## src/rtl/frame_irq_ctrl.sv

```systemverilog
// -----------------------------------------------------------------------------
// frame_irq_ctrl
//
// Sequences the handoff of each captured OV7725 frame between the pixel
// capture path and the AXI host. A frame is armed on a vsync rising edge,
// pixels written into the frame FIFO are counted, and once a full CNN input
// frame is buffered the host is interrupted. The next capture stays blocked
// until the host has cleared the interrupt and popped every pixel (or the
// drain timeout expires).
//
// Parameters:
//   FRAME_PIX  pixels per frame (28x28 CNN input)
//   PIX_W      width of the pixel / read counters (must hold FRAME_PIX)
//   TMO_CYC    maximum clk cycles spent in DRAIN before giving up
//
// Ports:
//   clk          system clock, all logic on the rising edge
//   rst          synchronous, active-high reset
//   i_enable     capture enable from config register (level)
//   i_vsync      OV7725 vsync, already synchronised to clk
//   i_pix_vld    one pixel written into the frame FIFO this cycle
//   i_fifo_rd    host popped one pixel from the frame FIFO this cycle
//   i_irq_clr    one-cycle pulse from the interrupt-clear register write
//   i_err_clr    one-cycle pulse, clears the sticky error flags
//   o_cap_en     gate for the capture path
//   o_interrupt  frame-ready interrupt, level
//   o_pix_cnt    pixels captured in the current frame
//   o_rd_cnt     pixels popped by the host in the current handoff
//   o_frame_cnt  completed handoffs, wraps 0xFFFF -> 0
//   o_err_short  sticky: vsync edge arrived before a full frame
//   o_err_over   sticky: pop seen with nothing left to pop
//   o_err_tmo    sticky: drain timeout expired
//   o_state      current state (IDLE=0 WAIT_VS=1 CAPTURE=2 IRQ=3 DRAIN=4)
// -----------------------------------------------------------------------------
module frame_irq_ctrl #(
   parameter int FRAME_PIX = 784,
   parameter int PIX_W     = 16,
   parameter int TMO_CYC   = 1048576
) (
   input  logic             clk,
   input  logic             rst,
   input  logic             i_enable,
   input  logic             i_vsync,
   input  logic             i_pix_vld,
   input  logic             i_fifo_rd,
   input  logic             i_irq_clr,
   input  logic             i_err_clr,
   output logic             o_cap_en,
   output logic             o_interrupt,
   output logic [PIX_W-1:0] o_pix_cnt,
   output logic [PIX_W-1:0] o_rd_cnt,
   output logic [15:0]      o_frame_cnt,
   output logic             o_err_short,
   output logic             o_err_over,
   output logic             o_err_tmo,
   output logic [2:0]       o_state
);

   localparam int TMO_W = $clog2(TMO_CYC + 1);

   localparam logic [PIX_W-1:0] PIX_FULL = PIX_W'(FRAME_PIX);
   localparam logic [PIX_W-1:0] PIX_LAST = PIX_W'(FRAME_PIX - 1);
   localparam logic [TMO_W-1:0] TMO_LAST = TMO_W'(TMO_CYC - 1);

   typedef enum logic [2:0] {
      IDLE    = 3'd0,
      WAIT_VS = 3'd1,
      CAPTURE = 3'd2,
      IRQ     = 3'd3,
      DRAIN   = 3'd4
   } state_t;

   // Registered state and its next-state values
   state_t             state,      state_n;
   logic               vs_d;
   logic               cap_en,     cap_en_n;
   logic               interrupt,  interrupt_n;
   logic [PIX_W-1:0]   pix_cnt,    pix_cnt_n;
   logic [PIX_W-1:0]   rd_cnt,     rd_cnt_n;
   logic [15:0]        frame_cnt,  frame_cnt_n;
   logic [TMO_W-1:0]   tmo_cnt,    tmo_cnt_n;
   logic               err_short,  err_short_n;
   logic               err_over,   err_over_n;
   logic               err_tmo,    err_tmo_n;

   // Error set events produced by the state logic
   logic               short_set;
   logic               tmo_set;

   // Read accounting shared by IRQ and DRAIN
   logic               vs_rise;
   logic               rd_ok;
   logic               rd_bad;
   logic [PIX_W-1:0]   rd_next;
   logic               rd_done;

   assign vs_rise = i_vsync & ~vs_d;

   // A pop is only counted while a handoff is open and pixels remain; any
   // other pop means the host read from a FIFO that holds nothing of ours.
   assign rd_ok   = i_fifo_rd & ((state == IRQ) || (state == DRAIN)) &
                    (rd_cnt != PIX_FULL);
   assign rd_bad  = i_fifo_rd & ~rd_ok;
   assign rd_next = rd_ok ? rd_cnt + 1'b1 : rd_cnt;
   // Includes a pop landing in the same cycle as the decision.
   assign rd_done = (rd_next == PIX_FULL);

   // ---------------------------------------------------------------------
   // Next-state and next-output logic
   // ---------------------------------------------------------------------
   always_comb begin
      // NOTE: every signal gets a default before the case so no path leaves
      // a value unassigned, which would otherwise infer a latch.
      state_n     = state;
      cap_en_n    = cap_en;
      interrupt_n = interrupt;
      pix_cnt_n   = pix_cnt;
      rd_cnt_n    = rd_cnt;
      frame_cnt_n = frame_cnt;
      tmo_cnt_n   = tmo_cnt;
      short_set   = 1'b0;
      tmo_set     = 1'b0;

      unique case (state)
         IDLE: begin
            cap_en_n = 1'b0;
            if (i_enable) begin
               state_n = WAIT_VS;
            end
         end

         WAIT_VS: begin
            if (!i_enable) begin
               state_n = IDLE;
            end else if (vs_rise) begin
               state_n   = CAPTURE;
               pix_cnt_n = '0;
               cap_en_n  = 1'b1;
            end
         end

         CAPTURE: begin
            if (!i_enable) begin
               // Abandon the partial frame.
               state_n   = IDLE;
               cap_en_n  = 1'b0;
               pix_cnt_n = '0;
            end else if (i_pix_vld && (pix_cnt == PIX_LAST)) begin
               // The completing pixel wins over a coincident vsync edge.
               state_n     = IRQ;
               pix_cnt_n   = PIX_FULL;
               cap_en_n    = 1'b0;
               interrupt_n = 1'b1;
               rd_cnt_n    = '0;
            end else if (vs_rise) begin
               // Short frame: restart counting on the new frame.
               short_set = 1'b1;
               pix_cnt_n = '0;
            end else if (i_pix_vld && (pix_cnt != PIX_FULL)) begin
               pix_cnt_n = pix_cnt + 1'b1;
            end
         end

         IRQ: begin
            // The host may start popping before it clears the interrupt.
            rd_cnt_n = rd_next;
            if (i_irq_clr) begin
               interrupt_n = 1'b0;
               if (rd_done) begin
                  frame_cnt_n = frame_cnt + 16'd1;
                  state_n     = i_enable ? WAIT_VS : IDLE;
               end else begin
                  state_n   = DRAIN;
                  tmo_cnt_n = '0;
               end
            end
         end

         DRAIN: begin
            rd_cnt_n = rd_next;
            if (rd_done) begin
               frame_cnt_n = frame_cnt + 16'd1;
               state_n     = i_enable ? WAIT_VS : IDLE;
            end else if (tmo_cnt == TMO_LAST) begin
               // TMO_CYC cycles spent here: give up on this handoff.
               tmo_set = 1'b1;
               state_n = i_enable ? WAIT_VS : IDLE;
            end else begin
               tmo_cnt_n = tmo_cnt + 1'b1;
            end
         end

         default: begin
            state_n     = IDLE;
            cap_en_n    = 1'b0;
            interrupt_n = 1'b0;
         end
      endcase

      // Sticky flags: a set event in the same cycle as the clear wins.
      err_short_n = short_set | (err_short & ~i_err_clr);
      err_over_n  = rd_bad    | (err_over  & ~i_err_clr);
      err_tmo_n   = tmo_set   | (err_tmo   & ~i_err_clr);
   end

   // ---------------------------------------------------------------------
   // State register
   // ---------------------------------------------------------------------
   // NOTE: sequential state uses non-blocking assignments so every register
   // samples the pre-edge values regardless of statement order.
   always_ff @(posedge clk) begin
      if (rst) begin
         state     <= IDLE;
         // Starting high means a vsync already high at reset release is
         // never mistaken for a rising edge.
         vs_d      <= 1'b1;
         cap_en    <= 1'b0;
         interrupt <= 1'b0;
         pix_cnt   <= '0;
         rd_cnt    <= '0;
         frame_cnt <= '0;
         tmo_cnt   <= '0;
         err_short <= 1'b0;
         err_over  <= 1'b0;
         err_tmo   <= 1'b0;
      end else begin
         state     <= state_n;
         vs_d      <= i_vsync;
         cap_en    <= cap_en_n;
         interrupt <= interrupt_n;
         pix_cnt   <= pix_cnt_n;
         rd_cnt    <= rd_cnt_n;
         frame_cnt <= frame_cnt_n;
         tmo_cnt   <= tmo_cnt_n;
         err_short <= err_short_n;
         err_over  <= err_over_n;
         err_tmo   <= err_tmo_n;
      end
   end

   // All outputs come straight from registers.
   assign o_cap_en    = cap_en;
   assign o_interrupt = interrupt;
   assign o_pix_cnt   = pix_cnt;
   assign o_rd_cnt    = rd_cnt;
   assign o_frame_cnt = frame_cnt;
   assign o_err_short = err_short;
   assign o_err_over  = err_over;
   assign o_err_tmo   = err_tmo;
   assign o_state     = state;

endmodule
```

## config.mk

```make
export PLATFORM = sky130hd
export DESIGN_NAME = frame_irq_ctrl
export DESIGN_NICKNAME = d
export VERILOG_FILES = /design/src/rtl/frame_irq_ctrl.sv
export SDC_FILE = /design/constraint.sdc
export NUM_CORES = 1
export LEC_CHECK = 0
export CORE_AREA = 2 2 97 99
export DETAILED_ROUTE_END_ITERATION = 10
export DIE_AREA = 0 0 99 101
export PLACE_DENSITY = 0.73
export SLEW_MARGIN = 20
export SYNTH_ARGS = -nofsm -noshare
export SYNTH_HDL_FRONTEND = slang
export SYNTH_SLANG_ARGS = --single-unit
```

## constraint.sdc

```tcl
create_clock -name clk -period 8.24 [get_ports clk]
set_clock_uncertainty 0.15 [all_clocks]
set_input_delay 1.236 -clock clk [delete_from_list [all_inputs] [get_ports clk]]
set_output_delay 1.236 -clock clk [all_outputs]
set_load 0.01 [all_outputs]
```

==> out/metrics.csv <==
metric;value;unit
run status;complete, no violations;
antenna fix cells;0;
gpl congestion;0.861;
Yosys cell types;65;
share of the cycle needed by the critical path after routing;47.8;%
number of standard cells after synthesis;548;
most common library cell in the layout ignoring fill and taps;dfxtp_1;
wire length on met1;5090;um
transition time at the pin with the least slew margin;0.620;ns
Post-CTS Setup Bufs;0;
Total Routed Length;10800;um
combined area of all synthesized cells;4390;um^2
post-cts sizing count;0;
quantity of hold-fixing buffers added after cts;0;
proportion of register bits with asynchronous set or reset after synthesis;0;%
setup repair after global routing missed its margin;no;
GRT overflow;0;
CTS root buffer;clkbuf_8;
met2 routed wirelength;5060;um
count of port buffers added during placement;63;
Final Net Count;608;
Clock Path Buffers;2;
Seq/Total Area, Yosys;35.6;%
Layout Area Growth over Synthesis;20.0;%
overall routing resource usage;22.0;%
number of nets still failing antenna checks after routing;0;
total via count after detailed routing;4224;
sum of met3 wire segment lengths after detailed routing;445;um
number of filler instances in the final layout;808;
Synthesis Warnings;0;
source-to-sink clock delay at the later pin of the worst-skew pair;0.36;ns
Die Area;10000;um^2
number of hold violations in the final report;0;
global-route wire length before repair;18100;um
most used flip-flop cell after synthesis;dfxtp_1;
worst relative slew slack;58.3;%
Setup violations, final;0;
commonest cells after routing, fill and taps aside;78 x dfxtp_1, 62 x clkdlybuf4s50_1, 61 x nor2_1;
Initial Util;48.9;%
power per cell area;144;nW/um^2
die height;101;um
Post-route DRC;0;
arrival time reported for the critical path endpoint;4.04;ns
CTS sink cnt;78;
H-tree depth;3;
post-synthesis net count;562;
worst setup path category;input port to flop;
Max-Cap Viols;0;
boundary pin count;64;
Max Clock Freq;254;MHz
synthesized flop and latch total;78;
mean cell area of the mapped netlist;8.01;um^2
ratio of routed vias to standard cells;5.95;
required time at the endpoint of the critical path;8.34;ns
iteration count of the initial detailed-routing pass;5;
Max Fanout on Critical Path;9;
Final HPWL DP;7450;um
Rows;35;
Die Width;99;um
clock slew at reported path FFs;0.09;ns
final critical delay including setup and external delays;3.94;ns
fraction of layout instances using a drive strength above 1;6.68;%
TritonCTS clock tree;done;
number of antenna violations at the first check in global routing;0;
endpoint type of the worst setup path;flop;
leakage power summed over all cells;1.68;nW
EDFF count, synth;0;
highest layer used for signal routing;met4;
Hold Path Class;flop to flop;
startpoint kind of the worst setup timing path;input port;
Overall Power;0.000760;W
via count of the first global-routing pass;3918;
maximum number of pins on one net before global-route repair;53;
cts bufs inserted;9;
count of pins over their slew limit;0;
worst voltage drop across the vdd grid;91.8;uV
area inside the core boundary;8980;um^2
wire length per cell after detailed routing;15.2;um
post-route setup TNS;0;ns
1st-iter DRT viols;189;
report_power, final:
group	total, W	switching [W]	internal [W]
Combinational	0.0000297	0.0000185	0.0000111
Sequential	0.000381	0.00000287	0.000378
Clock	0.000349	0.000146	0.000203
Total	0.000760	0.000168	0.000592
critical path: stages:
cell,delay [ns]
clkdlybuf4s50_1,0.55
inv_1,0.13
a21oi_1,0.29
nand3_1,0.18
mux2i_1,0.41
and4bb_2,0.38
nand3_4,0.14
nor4b_1,0.34
mux2_2,0.37
metal layers:
metal	vias up	GRT usage [%]
met5	-	0
met3	16	2.77
met2	112	36.4
met1	1992	29.1
li1	2104	-
met4	0	8.75
cells by family after synthesis:
family | count (synthesis) | share of synthesized area [%]
simple gates | 259 | 32.3
compound gates | 127 | 19.3
flops | 78 | 35.6
buf+inv | 48 | 4.88
xor+xnor | 25 | 4.99
fa+ha+maj | 7 | 1.94
mux | 4 | 0.998
final timing paths:
| check | slack (ns) | cells past startpoint | to | from |
|---|---|---|---|---|
| max | 4.30 | 9 | o_frame_cnt[15] | i_fifo_rd |
| min | 0.33 | 2 | tmo_cnt[7] | tmo_cnt[7] |
| max reg2reg | 4.69 | 8 | o_frame_cnt[15] | o_state[2] |
| min reg2reg | 0.33 | 2 | tmo_cnt[7] | tmo_cnt[7] |
registers in the layout, indices dropped and copies added (netlist names):
| signal | cells |
|---|---|
| o_cap_en | 1 |
| o_err_over | 1 |
| o_err_short | 1 |
| o_err_tmo | 1 |
| o_frame_cnt | 16 |
| o_interrupt | 1 |
| o_pix_cnt | 16 |
| o_rd_cnt | 16 |
| o_state | 3 |
| tmo_cnt | 21 |
| vs_d | 1 |
cell usage after synthesis, drive strengths merged (2+ instances only):
master   n  share of area (%)
a211oi  15                3.0
a21oi   45                5.1
a22oi    2               0.34
a31o     2               0.40
a31oi    3               0.43
a41oi    2               0.40
and2     9                1.3
and3    14                2.0
and4     3               0.60
buf     11                1.7
clkbuf  19                1.6
dfxtp   78                 36
ha       6                1.7
inv     18                1.5
mux2     3               0.77
nand2   35                3.0
nand2b   8                1.1
nand3   35                4.6
nand3b   3               0.51
nand4   25                3.7
nor2    61                5.2
nor2b    6               0.86
nor3    11                1.3
nor4    12                1.9
nor4b    4               0.80
nor4bb   2               0.46
o2111a   2               0.51
o21a     6                1.0
o21ai   22                2.5
o22ai    3               0.43
o31a     3               0.60
o31ai    9                1.5
or2      6               0.86
or3     10                1.4
or4     11                1.9
xnor2    8                1.6
xor2    17                3.4
per-stage QoR:
step / hold WS, ns / std cells / util (%) / area, um^2 / worst slack, ns
2_1_floorplan: 0.298 / 548 / - / 4390 / 4.81
3_3_place_gp: 0.307 / 694 / 55.9 / 5020 / 4.03
3_5_place_dp: 0.320 / 694 / 55.9 / 5020 / 3.94
4_1_cts: 0.333 / 710 / 58.6 / 5260 / 4.32
5_1_grt: 0.351 / 710 / 58.6 / 5270 / 4.12
6_report: 0.334 / 710 / 58.6 / 5270 / 4.30
area by class of cell:
class / count / area (um^2) / share of cell area, %
clock buffers: 11 / 131 / 2.50
clock inverters: 5 / 106 / 2.02
inverters: 18 / 67.6 / 1.28
multi-input cells: 422 / 2620 / 49.7
flip-flops and latches: 78 / 1560 / 29.7
well taps: 111 / 139 / 2.64
repair buffers: 65 / 641 / 12.2
Power figures use the tool's default switching activity.
